File: src/rtl/lane_serializer.sv
// lane_serializer: valid/ready word to multi-lane serial beats, optional even-parity beat, one-word holding buffer
// Ports: clk, rst_n (async active-low); parallel_in/valid/ready word input handshake;
//        serial_out (LANES wide), enable, start, last, busy registered beat outputs.
module lane_serializer #(
  parameter int DATA_WIDTH = 8,
  parameter int LANES      = 1,
  parameter int LSB_FIRST  = 0,
  parameter int PARITY_EN  = 0
) (
  input  logic                  clk,
  input  logic                  rst_n,
  input  logic [DATA_WIDTH-1:0] parallel_in,
  input  logic                  valid,
  output logic                  ready,
  output logic [LANES-1:0]      serial_out,
  output logic                  enable,
  output logic                  start,
  output logic                  last,
  output logic                  busy
);
  localparam int WORD_BEATS = DATA_WIDTH / LANES;
  localparam int BEATS = WORD_BEATS + PARITY_EN;
  localparam int CW = $clog2(BEATS) + 1;
  localparam logic [CW-1:0] LAST_BEAT = CW'(BEATS - 1);
  localparam logic [CW-1:0] PAR_BEAT = CW'(WORD_BEATS);
  logic [DATA_WIDTH-1:0] sh_q, sh_d, buf_q, buf_d;
  logic [CW-1:0] cnt_q, cnt_d;
  logic act_q, act_d, par_q, par_d, buf_valid_q, buf_valid_d;
  logic [LANES-1:0] serial_q, serial_d;
  logic enable_q, start_q, last_q, busy_q;
  logic accept, on_last;
  assign ready = !buf_valid_q;
  assign accept = valid && ready;
  assign on_last = act_q && cnt_q == LAST_BEAT;
  always_comb begin
    sh_d = sh_q;
    buf_d = buf_q;
    cnt_d = cnt_q;
    act_d = act_q;
    par_d = par_q;
    buf_valid_d = buf_valid_q;
    if (!act_q || on_last) begin
      if (buf_valid_q) begin
        sh_d = buf_q;
        par_d = ^buf_q;
        cnt_d = '0;
        act_d = 1'b1;
        buf_valid_d = 1'b0;
      end else if (accept) begin
        sh_d = parallel_in;
        par_d = ^parallel_in;
        cnt_d = '0;
        act_d = 1'b1;
      end else begin
        act_d = 1'b0;
      end
    end else begin
      cnt_d = cnt_q + CW'(1);
      sh_d = LSB_FIRST != 0 ? sh_q >> LANES : sh_q << LANES;
      if (accept) begin
        buf_d = parallel_in;
        buf_valid_d = 1'b1;
      end
    end
  end
  // Outputs are registered from next state so each beat appears the cycle after it is scheduled.
  assign serial_d = !act_d ? '0 : cnt_d == PAR_BEAT ? {LANES{par_d}} :
                    LSB_FIRST != 0 ? sh_d[LANES-1:0] : sh_d[DATA_WIDTH-1 -: LANES];
  always_ff @(posedge clk or negedge rst_n) begin
    if (!rst_n) begin
      sh_q <= '0;
      buf_q <= '0;
      cnt_q <= '0;
      act_q <= 1'b0;
      par_q <= 1'b0;
      buf_valid_q <= 1'b0;
      serial_q <= '0;
      enable_q <= 1'b0;
      start_q <= 1'b0;
      last_q <= 1'b0;
      busy_q <= 1'b0;
    end else begin
      sh_q <= sh_d;
      buf_q <= buf_d;
      cnt_q <= cnt_d;
      act_q <= act_d;
      par_q <= par_d;
      buf_valid_q <= buf_valid_d;
      serial_q <= serial_d;
      enable_q <= act_d;
      start_q <= act_d && cnt_d == '0;
      last_q <= act_d && cnt_d == LAST_BEAT;
      busy_q <= act_d || buf_valid_d;
    end
  end
  assign serial_out = serial_q;
  assign enable = enable_q;
  assign start = start_q;
  assign last = last_q;
  assign busy = busy_q;
endmodule
File: config.mk
export PLATFORM = sky130hd
export DESIGN_NAME = lane_serializer
export DESIGN_NICKNAME = d
export VERILOG_FILES = /design/src/rtl/lane_serializer.sv
export SDC_FILE = /design/constraint.sdc
export NUM_CORES = 1
export LEC_CHECK = 0
export ABC_AREA = 0
export BUFFER_PORTS_ARGS = -buffer_cell sky130_fd_sc_hd__buf_2
export CAP_MARGIN = 30
export CELL_PAD_IN_SITES_DETAIL_PLACEMENT = 1
export CELL_PAD_IN_SITES_GLOBAL_PLACEMENT = 2
export CORE_MARGIN = 1
export CORE_UTILIZATION = 39
export DETAILED_ROUTE_END_ITERATION = 10
export GPL_TIMING_DRIVEN = 0
export HOLD_SLACK_MARGIN = 0.02
export PLACE_DENSITY = 0.81
export SLEW_MARGIN = 20
export SYNTH_ARGS = -nofsm -noshare
export SYNTH_HDL_FRONTEND = slang
export SYNTH_SLANG_ARGS = --single-unit
File: constraint.sdc
create_clock -name clk -period 3.7 [get_ports clk]
set_clock_uncertainty 0.15 [all_clocks]
set_input_delay 0.555 -clock clk [delete_from_list [all_inputs] [get_ports clk]]
set_output_delay 0.555 -clock clk [all_outputs]
set_load 0.01 [all_outputs]
# ---- Yosys cells after proc, flatten, opt, wreduce, memory -nomap -nowiden
# Index checks and enable logic that the tools add are counted.
# W data, S select, Z words.
dict set report totals {
  reg_bits 27
}
dict set report op_classes {
  muxes 16
  n_reduce_logical 12
  n_addsub 1
  eq_ne 4
  bitwise 1
}
# operator n
set op_table {}
lappend op_table {{$mux W8} 3}
lappend op_table {{$reduce_xor A8 Y1} 2}
lappend op_table {{$mux W4} 3}
lappend op_table {{$mux W1} 10}
lappend op_table {{$eq A4 B3 Y1 const B} 2}
lappend op_table {{$add A4 B1 Y4 const B} 1}
lappend op_table {{$eq A4 B4 Y1 const B} 1}
lappend op_table {{$logic_and A1 B1 Y1} 4}
lappend op_table {{$logic_not A4 Y1} 1}
lappend op_table {{$ne A3 B3 Y1 const B} 1}
lappend op_table {{$logic_not A1 Y1} 2}
lappend op_table {{$logic_or A1 B1 Y1} 2}
lappend op_table {{$reduce_and A2 Y1} 1}
lappend op_table {{$not A1 Y1} 1}

# ---- Depth between registers and ports, before layout
dict set report logic_depth {
  ltp_word 8
  depth_mapped 7
}

# ---- Worst setup path before layout
# No wires, ideal clock.
dict set report synth_timing {
  path_kind {register -> register}
  startpoint {register cnt_q[0]}
  endpoint {register serial_q (netlist: serial_out)}
  t_required_ps 3463
  arrival_time_ps 1747
  stages_incl_launch_ff 7
  slack_ps 1716
  cell_sequence {dfrtp_1 > ha_1 > and3b_1 > or4b_4 > a21oi_2 > a21oi_1 > a211oi_2}
}
dict set report synth_via {
  elab_chain_len 7
  elab_cells_between_ends 13
}
# element line_no
set synth_rtl {}
lappend synth_rtl {{from (decl)} 27} ;# logic [CW-1:0] cnt_q, cnt_d;
lappend synth_rtl {{from (signal assigned)} 85} ;# cnt_q <= cnt_d;
lappend synth_rtl {{branches (longest 6 deep; another with $add A4 B1 Y4)} n/a}
lappend synth_rtl {{$mux W1 (*)} 67} ;# assign serial_d = !act_d ? '0 : cnt_d == PAR_BEAT ? {LANES{par_d}} :
lappend synth_rtl {{via serial_d} 29} ;# logic [LANES-1:0] serial_q, serial_d;
lappend synth_rtl {{to (signal assigned)} 89} ;# serial_q <= serial_d;
lappend synth_rtl {{to (decl)} 29}
# Mark *: on every way through the listed nets, which the timed path passes.
# A chain may end at the register's enable or synchronous reset.

# ---- Worst setup path in the final report
# Ends and elaborated chain as after synthesis.

==> flow_summary.yaml <==
final_layout:
  fillers: 385
  diodes: 0
  fin_nets: 165
  layout-drive-gt1-share: 0.237
  area_growth_pct: 11.7
setup_path:
  slowest_stage: "or4b_4"
  crit_required_ns: 3.81
  worstSetupStartpointType: "register"
  worstPathArrival_ns: 2.31
  r2r-end: "serial_out$_DFF_PN0_"
  worstPathCellList: "ha_1 -> and3b_1 -> or4b_4 -> a21oi_2 -> a21oi_1 -> a211oi_2"
  r2r_cells: 6
  cp_max_fo: 7
  timing.critical_path.buf_inv: 0
  ff2ff_setup_slack_ns: 1.50
  critical-path-max-stage-delay_ns: 0.49
  cp-end-kind: "register"
  crit_family: "simple AND/OR/NAND/NOR gates"
  crit_type: "register to register"
  r2r-start: "cnt_q[0]$_DFF_PN0_"
clock_tree:
  cts_buffer_depth: 2
  cts_sinks: 27
  cts_tree: "yes"
  postCtsSetupRepairBufs: 0
  cts_root_buf: "clkbuf_4"
  cts.clk_slew.worst_paths_ns: 0.15
  cts_resized: 0
  cts_buffers: 3
  cts_htree_levels: 1
  clock_latency_ns: 0.34
  postCtsHoldBufs: 0
global_route:
  grt_overflow: 0
  antenna_found_initial: 0
  grt.total_usage: 0.179
  grt_pass1_wl_um: 4890
  grt_pass1_vias: 1003
  grt_start_max_net_pins: 28
power_and_ir_drop:
  power_frac_comb: 0.459
  intPower_mw: 0.728
  switching_share: 0.383
  powerDensity_nw_per_um2: 756
  switching_power_mw: 0.451
  ir_drop_v: 0.000295
  p_leak_nw: 0.682
  seqPwrFrac: 0.427
  p_clk_frac: 0.114
route:
  met2_length_um: 1400
  route.vias.total: 1023
  top_layer_used: "met4"
  vias_per_cell: 5.17
  wl_per_cell_um: 15.3
  wl_met3_um: 60
  drt_wl_total_um: 3040
  drtPass1Iterations: 4
  drt_iter0_drc: 26
  ant_nets: 0
  met1_length_um: 1540
  route.detailed.drc: 0
placement:
  place_congestion: 0.786
  dpl.hpwl_um: 2250
  dpl_worst_slack_ns: 1.52
  port_buffers: 16
synthesis:
  ys_seq_elements: 27
  netlist_area_um2: 1400
  syn_nets: 144
  synth_area_per_cell_um2: 10.6
  ys_seq_area_frac: 0.483
  ys_types: 32
  syn_inst: 132
  yosys_warnings: 0
  async_flop_share: 1.00
  synth_edf_count: 0
  synthFlopType: "dfrtp_1"
timing:
  drv_slew: 0
  fin_crit_ns: 2.20
  hold_viol_final: 0
  fin_ws_ns: 1.50
  timing.slew.headroom: 0.577
  setup_viol_count_final: 0
  fin_setup_tns_ns: 0
  timing.final.crit_share: 0.596
  clock.fmax_mhz: 454
  worst_pin_slew_ns: 0.634
  rsz0062_at_grt: "no"
floorplan:
  rows: 21
  die_h_um: 61.9
  die-area_um2: 3830
  core-area_um2: 3390
  fp.dieW_um: 61.9
  io_pins: 17
  initial_core_util: 0.412
flow_run:
  maxCapViolCount: 0
run_status:
  status: "finished clean"
worst_hold_path:
  hold_class: "primary input to asynchronous set/reset pin"
## registers in the layout (all words and copies together) (netlist names)
name         flops
buf_q            8
sh_q             8
cnt_q            4
buf_valid_q      1
busy             1
enable           1
last             1
par_q            1
serial_out       1
start            1
## power by group through the flow
stage / logic [mW] / registers (mW) / clock network [mW]
2_1_floorplan: 0.428 / 0.490 / 0
3_3_place_gp: 0.534 / 0.505 / 0
3_5_place_dp: 0.550 / 0.511 / 0
4_1_cts: 0.551 / 0.503 / 0.138
5_1_grt: 0.618 / 0.518 / 0.151
6_report: 0.542 / 0.504 / 0.134
## synth_stat cells, types with 2 or more instances
master	count	area, µm²
o21ai_0	10	50.1
a21oi_1	8	40.0
xnor2_1	13	114
mux2_2	9	101
nand2_1	13	48.8
inv_1	3	11.3
dfrtp_1	27	676
nor2_1	14	52.6
mux2i_1	10	100
nand3_1	2	10.0
buf_6	2	22.5
## cell families after synthesis
family / after synthesis / share of synthesized area
mux: 19 / 0.144
compound gates: 25 / 0.112
simple gates: 37 / 0.128
flops: 27 / 0.483
xor+xnor: 14 / 0.0877
buf+inv: 9 / 0.0358
fa+ha+maj: 1 / 0.00895
## layout make-up
class                   count  area (µm²)  share of cell area
flip-flops and latches     27         676               0.433
multi-input cells          96         672               0.430
repair buffers             16        80.1              0.0513
well taps                  46        57.6              0.0369
plain buffers               5        35.0              0.0224
clock buffers               4        26.3              0.0168
inverters                   4        15.0             0.00962
## metrics by stage
step	power, mW	util	std cells	instance area, µm²	hold WS [ns]
final	1.18	0.461	198	1560	0.0577
after CTS	1.19	0.461	198	1560	0.0811
after global routing	1.29	0.461	198	1560	0.0894
after global placement	1.04	0.453	194	1540	0.314
after detailed placement	1.06	0.453	194	1540	0.323
after floorplan	0.919	-	132	1400	0.109
## placed cells by master (no fill, tap or decap), types with 2 or more instances in the layout
| cell | synthesis | final |
|---|---|---|
| a21oi_1 | 8 | 8 |
| buf_2 | 1 | 17 |
| buf_6 | 2 | 2 |
| clkbuf_1 | 1 | 2 |
| clkbuf_4 | 0 | 3 |
| dfrtp_1 | 27 | 27 |
| inv_1 | 3 | 3 |
| mux2_2 | 9 | 9 |
| mux2i_1 | 10 | 10 |
| nand2_1 | 13 | 13 |
| nand3_1 | 2 | 2 |
| nor2_1 | 14 | 14 |
| o21ai_0 | 10 | 10 |
| xnor2_1 | 13 | 13 |
## worst max-delay path by stage
stage	depth (start not counted)	to	startpoint
after global routing	6	serial_out$_DFF_PN0_	cnt_q[0]$_DFF_PN0_
after global placement	6	serial_out$_DFF_PN0_	cnt_q[0]$_DFF_PN0_
after CTS	6	serial_out$_DFF_PN0_	cnt_q[0]$_DFF_PN0_
after floorplan	6	serial_out$_DFF_PN0_	cnt_q[0]$_DFF_PN0_
after detailed placement	6	serial_out$_DFF_PN0_	cnt_q[0]$_DFF_PN0_
final	6	serial_out$_DFF_PN0_	cnt_q[0]$_DFF_PN0_
## metal layers
metal  vias up  track usage
met3         5       0.0311
met2        13        0.284
met1       506        0.254
li1        499            -
met4         0       0.0476
met5         -            0
Note: power is estimated with default switching activity, not from simulation.
